### src/rtl/strassen_mem_pkg.sv
// Shared types and helpers for the Strassen memory server: run-state enum,
// lane count, and the read-pointer wrap function.
package strassen_mem_pkg;

   typedef enum logic [1:0] {
      IDLE,
      RUN,
      DONE
   } state_t;

   localparam int unsigned LANES = 3;

   // Next element index in a row-major stream of depth elements, wrapping to 0.
   function automatic int unsigned ptr_next(input int unsigned ptr, input int unsigned depth);
      return (ptr + 1 >= depth) ? 0 : ptr + 1;
   endfunction

endpackage

### src/rtl/strassen_mat_store.sv
// DIM*DIM element register array: one synchronous write port and RD_PORTS
// registered read ports, each with its own enable (outputs hold when idle).
module strassen_mat_store #(
   parameter int unsigned DATA_WIDTH = 16,
   parameter int unsigned DEPTH      = 16,
   parameter int unsigned ADDR_WIDTH = 4,
   parameter int unsigned RD_PORTS   = 3
) (
   input  logic                                 clk,
   input  logic                                 rst,
   input  logic                                 wr_en,
   input  logic [ADDR_WIDTH-1:0]                wr_addr,
   input  logic [DATA_WIDTH-1:0]                wr_data,
   input  logic [RD_PORTS-1:0]                  rd_en,
   input  logic [RD_PORTS-1:0][ADDR_WIDTH-1:0]  rd_addr,
   output logic [RD_PORTS-1:0][DATA_WIDTH-1:0]  rd_data
);

   logic [DATA_WIDTH-1:0] mem [DEPTH];

   // Contents are deliberately left out of reset.
   always_ff @(posedge clk) begin
      if (wr_en) mem[wr_addr] <= wr_data;
   end

   always_ff @(posedge clk or negedge rst) begin
      if (!rst) begin
         rd_data <= '0;
      end else begin
         for (int unsigned p = 0; p < RD_PORTS; p++) begin
            if (rd_en[p]) rd_data[p] <= mem[rd_addr[p]];
         end
      end
   end

endmodule

### src/rtl/strassen_mem_server.sv
// Memory-side responder for the Strassen accelerator: serves six read lanes
// from A/B, captures C results, and exposes a host load/start/readback port.
module strassen_mem_server
   import strassen_mem_pkg::*;
#(
   parameter int unsigned DATA_WIDTH = 16,
   parameter int unsigned DIM        = 4,
   parameter int unsigned ADDR_WIDTH = $clog2(DIM*DIM)
) (
   input  logic                  clk,
   input  logic                  rst,
   input  logic                  host_wr_en,
   input  logic                  host_sel,
   input  logic [ADDR_WIDTH-1:0] host_addr,
   input  logic [DATA_WIDTH-1:0] host_wdata,
   input  logic                  host_start,
   input  logic [ADDR_WIDTH-1:0] host_rd_addr,
   output logic [DATA_WIDTH-1:0] host_rdata,
   input  logic [LANES-1:0]      A_read_en,
   input  logic [LANES-1:0]      B_read_en,
   output logic [DATA_WIDTH-1:0] A_in,
   output logic [DATA_WIDTH-1:0] A_in_1,
   output logic [DATA_WIDTH-1:0] A_in_2,
   output logic [DATA_WIDTH-1:0] B_in,
   output logic [DATA_WIDTH-1:0] B_in_1,
   output logic [DATA_WIDTH-1:0] B_in_2,
   input  logic [DATA_WIDTH-1:0] C_out,
   input  logic                  Write_en,
   input  logic                  load_out,
   output logic                  finished,
   output logic                  busy
);

   localparam int unsigned NN = DIM * DIM;

   state_t                               state;
   logic [LANES-1:0][ADDR_WIDTH-1:0]     a_ptr, b_ptr;
   logic [ADDR_WIDTH:0]                  c_ptr;
   logic                                 run, a_wr, b_wr, c_wr;
   logic [LANES-1:0]                     a_en, b_en;
   logic [LANES-1:0][DATA_WIDTH-1:0]     a_data, b_data;

   // A rewind cycle swallows every lane read and the result write.
   always_comb begin
      run  = (state == RUN);
      a_wr = host_wr_en && !run && !host_sel;
      b_wr = host_wr_en && !run && host_sel;
      a_en = (run && !load_out) ? A_read_en : '0;
      b_en = (run && !load_out) ? B_read_en : '0;
      c_wr = run && !load_out && Write_en;
   end

   always_ff @(posedge clk or negedge rst) begin
      if (!rst) begin
         state    <= IDLE;
         a_ptr    <= '0;
         b_ptr    <= '0;
         c_ptr    <= '0;
         finished <= 1'b0;
         busy     <= 1'b0;
      end else begin
         case (state)
            IDLE, DONE: begin
               if (host_start) begin
                  state    <= RUN;
                  a_ptr    <= '0;
                  b_ptr    <= '0;
                  c_ptr    <= '0;
                  finished <= 1'b0;
                  busy     <= 1'b1;
               end
            end
            RUN: begin
               if (load_out) begin
                  a_ptr <= '0;
                  b_ptr <= '0;
                  c_ptr <= '0;
               end else begin
                  for (int unsigned l = 0; l < LANES; l++) begin
                     if (a_en[l]) a_ptr[l] <= ADDR_WIDTH'(ptr_next(32'(a_ptr[l]), NN));
                     if (b_en[l]) b_ptr[l] <= ADDR_WIDTH'(ptr_next(32'(b_ptr[l]), NN));
                  end
                  if (c_wr) begin
                     c_ptr <= c_ptr + 1'b1;
                     if (c_ptr == (ADDR_WIDTH+1)'(NN - 1)) begin
                        state    <= DONE;
                        finished <= 1'b1;
                        busy     <= 1'b0;
                     end
                  end
               end
            end
            default: state <= IDLE;
         endcase
      end
   end

   strassen_mat_store #(
      .DATA_WIDTH (DATA_WIDTH),
      .DEPTH      (NN),
      .ADDR_WIDTH (ADDR_WIDTH),
      .RD_PORTS   (LANES)
   ) u_a_store (
      .clk     (clk),
      .rst     (rst),
      .wr_en   (a_wr),
      .wr_addr (host_addr),
      .wr_data (host_wdata),
      .rd_en   (a_en),
      .rd_addr (a_ptr),
      .rd_data (a_data)
   );

   strassen_mat_store #(
      .DATA_WIDTH (DATA_WIDTH),
      .DEPTH      (NN),
      .ADDR_WIDTH (ADDR_WIDTH),
      .RD_PORTS   (LANES)
   ) u_b_store (
      .clk     (clk),
      .rst     (rst),
      .wr_en   (b_wr),
      .wr_addr (host_addr),
      .wr_data (host_wdata),
      .rd_en   (b_en),
      .rd_addr (b_ptr),
      .rd_data (b_data)
   );

   strassen_mat_store #(
      .DATA_WIDTH (DATA_WIDTH),
      .DEPTH      (NN),
      .ADDR_WIDTH (ADDR_WIDTH),
      .RD_PORTS   (1)
   ) u_c_store (
      .clk     (clk),
      .rst     (rst),
      .wr_en   (c_wr),
      .wr_addr (c_ptr[ADDR_WIDTH-1:0]),
      .wr_data (C_out),
      .rd_en   (1'b1),
      .rd_addr (host_rd_addr),
      .rd_data (host_rdata)
   );

   always_comb begin
      A_in   = a_data[0];
      A_in_1 = a_data[1];
      A_in_2 = a_data[2];
      B_in   = b_data[0];
      B_in_1 = b_data[1];
      B_in_2 = b_data[2];
   end

endmodule

### config.mk
export PLATFORM = sky130hd
export DESIGN_NAME = strassen_mem_server
export DESIGN_NICKNAME = d
export VERILOG_FILES = /design/src/rtl/strassen_mem_pkg.sv /design/src/rtl/strassen_mat_store.sv /design/src/rtl/strassen_mem_server.sv
export SDC_FILE = /design/constraint.sdc
export NUM_CORES = 1
export LEC_CHECK = 0
export BUFFER_PORTS_ARGS = -buffer_cell sky130_fd_sc_hd__buf_2
export CORE_MARGIN = 10
export CORE_UTILIZATION = 60
export CTS_CLUSTER_DIAMETER = 150
export CTS_CLUSTER_SIZE = 25
export DETAILED_ROUTE_END_ITERATION = 8
export GPL_ROUTABILITY_DRIVEN = 0
export MAX_ROUTING_LAYER = met4
export PLACE_DENSITY = 0.78
export SETUP_SLACK_MARGIN = 0.2
export SLEW_MARGIN = 0
export SYNTH_ARGS = -nofsm -noshare
export SYNTH_HDL_FRONTEND = slang
export SYNTH_SLANG_ARGS = --single-unit
### constraint.sdc
create_clock -name clk -period 3.93 [get_ports clk]
set_clock_uncertainty 0.05 [all_clocks]
set_input_delay 0.9825 -clock clk [delete_from_list [all_inputs] [get_ports clk]]
set_output_delay 0.9825 -clock clk [all_outputs]
set_load 0.03 [all_outputs]
Word level (Yosys, flattened, before mapping)
Memories as Yosys holds them, arrays and structs flattened. A register that Yosys moved wholly into a read port is not among the register bits.
Index checks and enable logic that the tools add are counted.
Operators by class
  add/sub/neg operators: 7
  order comparisons: 6
  eq/ne operators: 14
  mux-type cells: 44
  reductions and logical operators: 27
Operator list (number)
  two-way mux 4 bit: 12
  one-hot mux 12 bit (2 select lines): 2
  two-way mux 12 bit: 3
  adder 4 x 1 -> 5 bit, second input constant: 6
  >= comparator 5 bit, second input constant: 6
  != test 3 x 2 -> 1 bit, second input constant: 7
  AND reduction 3 bit: 7
  two-way mux 5 bit: 3
  two-way mux 1 bit: 14
  zero test 1 bit: 10
  one-hot mux 5 bit (2 select lines): 1
  two-way mux 2 bit: 4
  two-way mux 3 bit: 2
  adder 5 x 1 -> 5 bit, second input constant: 1
  == test 5 x 4 -> 1 bit, second input constant: 1
  logical AND 1 bit: 5
  AND reduction 5 bit: 1
  != test 2 x 1 -> 1 bit, second input constant: 2
  != test 2 bit, second input constant: 2
  one-hot mux 1 bit (2 select lines): 2
  one-hot mux 2 bit (2 select lines): 1
  AND reduction 4 bit: 1
  == test 2 x 1 -> 1 bit, second input constant: 1
  == test 2 bit, second input constant: 1
  3 further kinds: 3
Word-level totals
  register bits: 33
  RAM bits: 768
  input port bits: 53
  output and inout port bits: 114
  word-level logic and storage cells: 111
  memories: 3
Memories
  u_a_store.mem: words 16, bits a word 16, read ports 3, clocked after Yosys merged registers in 3, write ports 1, line strassen_mat_store.sv:19  | logic [DATA_WIDTH-1:0] mem [DEPTH];
  u_b_store.mem: words 16, bits a word 16, read ports 3, clocked after Yosys merged registers in 3, write ports 1, line strassen_mat_store.sv:19
  u_c_store.mem: words 16, bits a word 16, read ports 1, clocked after Yosys merged registers in 1, write ports 1, line strassen_mat_store.sv:19

Depth between registers and ports, before layout
  word-level depth: 6
  depth in mapped cells: 8
  depth with buffers taken out: 6

Hierarchy
Synthesis repeated with hierarchy kept, for this count alone.
Unflattened totals
  cells, all modules: 2246
  area, all modules: 43785.7 sq um
Modules (own cells, without submodules)
  strassen_mat_store at u_a_store: instances 1, cells each 798, area each 15780.1 sq um, sequential area each 8888.5 sq um
  strassen_mat_store at u_b_store: instances 1, cells each 798, area each 15706.3 sq um, sequential area each 8888.5 sq um
  strassen_mat_store at u_c_store: instances 1, cells each 452, area each 10458.8 sq um, sequential area each 8087.8 sq um
  strassen_mem_server: instances 1, cells each 198, area each 1840.5 sq um, sequential area each 825.8 sq um

Worst setup path before layout
Ideal clock, no wire load.
  kind: input-to-reg
  start point: input port load_out
  end point: memory u_c_store.mem[0][0] (enable)
  arrival: 3.018 ns
  data required time: 3.471 ns
  slack: 0.453 ns
  cell stages on the path: 7
  path buffers: 3
  cells stage by stage: clkbuf_1 > nor3b_2 > buf_2 > and2_1 > buf_2 > nand2_1 > nor3_1
Between the ends
  longest elaborated chain between the ends: 5
Ends and longest elaborated chain
  from (decl): line strassen_mem_server.sv:29  | input logic load_out,
  zero test 1 bit: line strassen_mem_server.sv:50  | c_wr = run && !load_out && Write_en;
  logical AND 1 bit (2 in series): line strassen_mem_server.sv:50
  two-way mux 1 bit: line strassen_mat_store.sv:23  | if (wr_en) mem[wr_addr] <= wr_data;
  two-way mux 1 bit (not written as such): line strassen_mat_store.sv:23
  to (decl): line strassen_mat_store.sv:19
Every way passes these cells.

Worst setup path after layout
  start point: register state[0]
  end point: memory u_b_store.mem[6][9] (enable)
Between the ends
  longest elaborated chain between the ends: 6
Ends and longest elaborated chain
  from (decl): line strassen_mem_server.sv:36  | state_t state;
  from (signal assigned): line strassen_mem_server.sv:55  | state <= IDLE;
  from (signal assigned): line strassen_mem_server.sv:65  | state <= RUN;
  from (signal assigned): line strassen_mem_server.sv:86  | state <= DONE;
  == test 2 x 1 -> 1 bit: line strassen_mem_server.sv:45  | run = (state == RUN);
  zero test 1 bit: line strassen_mem_server.sv:47  | b_wr = host_wr_en && !run && host_sel;
  logical AND 1 bit (2 in series): line strassen_mem_server.sv:47
  two-way mux 1 bit: line strassen_mat_store.sv:23
  two-way mux 1 bit (not written as such): line strassen_mat_store.sv:23
  to (decl): line strassen_mat_store.sv:19
Every way passes these cells.

==> summary.md <==
| Metric | Value |
|---|---|
| Core Region | 70,300 um^2 |
| Vias in the first global route | 26,054 |
| LEAKAGE | 0.0149 uW |
| Crit path max-delay family | simple AND/OR/NAND/NOR gates |
| Post-Syn Area per Cell | 18.7 um^2 |
| Slowest-stage cell, CP | nor2b_1 |
| RSZ-0062 raised after global routing | false |
| Fill cell count | 4,463 |
| Final Max Tran Viols | 0 |
| Die extent in x | 287 um |
| Clk_lat worst skew | 630 ps |
| H-tree level count | 2 |
| Ys async rst share | 0.159 |
| Number of buffers created by CTS | 42 |
| Crit path cell chain | nor2b_1 -> buf_4 -> and3b_1 -> nand3b_1 -> nor2_2 -> buf_4 |
| Setup ws final | 1040 ps |
| Antenna-violating nets left | 0 |
| Layout net count | 2,488 |
| Syn nets | 2,345 |
| Final Cycle Share | 0.734 |
| WL final | 120,000 um |
| Grt ovf | 0 |
| I/O pin count | 167 |
| Hold buffer count at CTS | 0 |
| Synth Warn # | 0 |
| # setup viols final | 0 |
| Die Y | 287 um |
| Tmin final | 2890 ps |
| DP HPWL | 77,200 um |
| Die ar. | 82,300 um^2 |
| Area growth syn-to-layout | 8.40% |
| Synth top area cells | edfxtp_1, mux4_2, dfrtp_1, mux4_1, mux2i_1 |
| Initial antenna violation count | 7 |
| Critical Path End Type | flip-flop |
| Post CTS Setup Buffer Count | 0 |
| Starting Density | 0.608 |
| Fmax | 347 MHz |
| CTS tree | built |
| Post-synth top cells | edfxtp_1, mux4_2, dfrtp_1, nand2_1, nand3_1 |
| Most common cell in the netlist | edfxtp_1 |
| Clock tree buffer depth | 3 |
| Final Hold Vio Count | 0 |
| Clock transition at path regs | 100 ps |
| Worst path bufs/invs | 2 |
| Synthesized area | 42,700 um^2 |
| Hold WC Path Type | in2async |
| Routed len/inst | 35.3 um |
| Fraction of layout instances using a drive strength above 1 | 0.341 |
| Netlist cell types | 44 |
| IO buf count | 166 |
| Pre-CTS setup slack | 874 ps |
| Pwr per Cell Area | 438 nW/um^2 |
| Root Buffer | clkbuf_16 |
| CTS Sinks | 913 |
| MaxCap Viol Count | 0 |
| Yosys top cell by area | edfxtp_1 |
| Cells after Synth | 2,281 |
| Drt drc | 0 |
| FP Rows | 97 |
| Initial DRC count | 3,954 |
| First drt pass iteration count | 6 |
| Largest net degree at the start of global routing | 74 |
| Post-synthesis register bit count | 913 |
| Ys flop type | edfxtp_1 |
| Most used cell, CP | buf_4 |
| TNS Setup | 0 ps |
| Global-route wire length before repair | 178,000 um |
| CTS resizes | 0 |
| Placement Cell Area | 45,000 um^2 |
| Drt via density | 7.53 |
| Critical Path RT | 4220 ps |
| Maximum vdd drop | 0.000397 V |
| Vias | 25,648 |
| CP max FO | 16 |
| Worst EP arrival | 3180 ps |
| Status | completed |
| Fin area | 46,300 um^2 |
| Total Routing Usage GR | 0.302 |
| Post-synth EDFFs | 768 |
| Register area share after synthesis | 0.625 |
| Worst stage delay on the critical path | 830 ps |
| Area share of the leading cell type in the synthesized netlist | 0.540 |
| Tightest Pin Transition | 1140 ps |
| Crit path kind | reg2reg |
| CP startpoint kind | flip-flop |
| Slew headroom | 0.238 |
cell families (layout without fill, tap and decap cells):
kind of cell | count (synthesis) | after routing | share of synthesized area
simple gates | 388 | 388 | 0.0444
flops | 913 | 913 | 0.625
fa+ha+maj | 11 | 11 | 0.00322
compound gates | 205 | 205 | 0.0353
buf+inv | 197 | 374 | 0.0239
mux | 561 | 561 | 0.267
xor+xnor | 6 | 6 | 0.00123
other cells | 0 | 6 | 0
flip-flops by register name (all words and copies together) (netlist names):
register	cells
busy	1
a_ptr	12
u_a_store.mem	256
u_b_store.mem	256
state	2
u_a_store.rd_data	48
finished	1
u_c_store.mem	256
b_ptr	12
u_c_store.rd_data	16
c_ptr	5
u_b_store.rd_data	48
metal layers:
layer  track usage  vias to the layer above  part of all wire
li1              -                     9922                 -
met1         0.395                    13375              0.35
met2         0.469                     2013              0.49
met3        0.0699                      338              0.12
met4         0.101                        0             0.037
met5             -                        -                 0
final timing paths:
| check | startpoint | end | slack (ps) | cells past startpoint |
|---|---|---|---|---|
| setup / recovery | state[0] | u_b_store.mem[6][9] | 1040 | 6 |
| hold reg to reg | u_b_store.rd_data[43] | u_b_store.rd_data[43] | 440 | 2 |
| min in group clk | u_b_store.rd_data[43] | u_b_store.rd_data[43] | 440 | 2 |
| hold / removal | rst | u_a_store.rd_data[24] | 360 | 1 |
| max in group asynchronous | rst | b_ptr[0] | 2510 | 2 |
| setup reg to reg | state[0] | u_b_store.mem[6][9] | 1040 | 6 |
power by group:
| part | total (uW) | internal, uW | switching, uW |
|---|---|---|---|
| Sequential | 11400 | 10800 | 565 |
| Combinational | 3760 | 1580 | 2190 |
| Clock | 5130 | 2180 | 2950 |
worst register-to-register path, stage by stage (launching register included):
cell	delay, ps
dfrtp_1	560
nor2b_1	830
buf_4	350
and3b_1	240
nand3b_1	240
nor2_2	90
buf_4	260
placed cells by master, fill, tap and decap left out, types with 7 or more instances in the layout:
cell type  Yosys  final
mux2i_1       82     82
dfrtp_1      145    133
nand2b_1      10     10
buf_12         3     15
and2_1         9      9
mux2_2        32     32
nand3_1      104    104
a21oi_1        9      9
nor2_1        53     23
buf_4         13    113
nor3_2         0     12
nand4_1       34     34
nand2_1      131    131
clkbuf_1      79     32
nor2_2         1     31
a32oi_1       16     16
edfxtp_1     768    768
a22oi_1       65     65
a21o_1        12     12
buf_2         64    164
o211ai_1      67     67
mux4_2       400    400
nor2b_1        7      7
o21ai_0       19     19
clkbuf_16      0     45
ha_1          11     11
mux4_1        47     47
per-stage QoR:
stage,hold slack (ps),power (uW),instances,util
2_1_floorplan,400,14000,2281,-
3_3_place_gp,412,15300,3320,0.641
6_report,358,20300,3404,0.659
5_1_grt,403,20900,3404,0.659
3_5_place_dp,418,15400,3320,0.641
4_1_cts,383,20300,3398,0.659
cell type report:
cell class,count,area (um^2),area share
antenna,6,15.0,0.000324
clock buffer,77,1250,0.0269
clock inverter,1,16.3,0.000351
inverter,3,11.3,0.000243
multi-input combinational,1171,15200,0.327
sequential,913,26700,0.577
tap,940,1180,0.0254
timing repair buffer,293,1980,0.0428
Note: power is estimated with default switching activity, not from simulation.
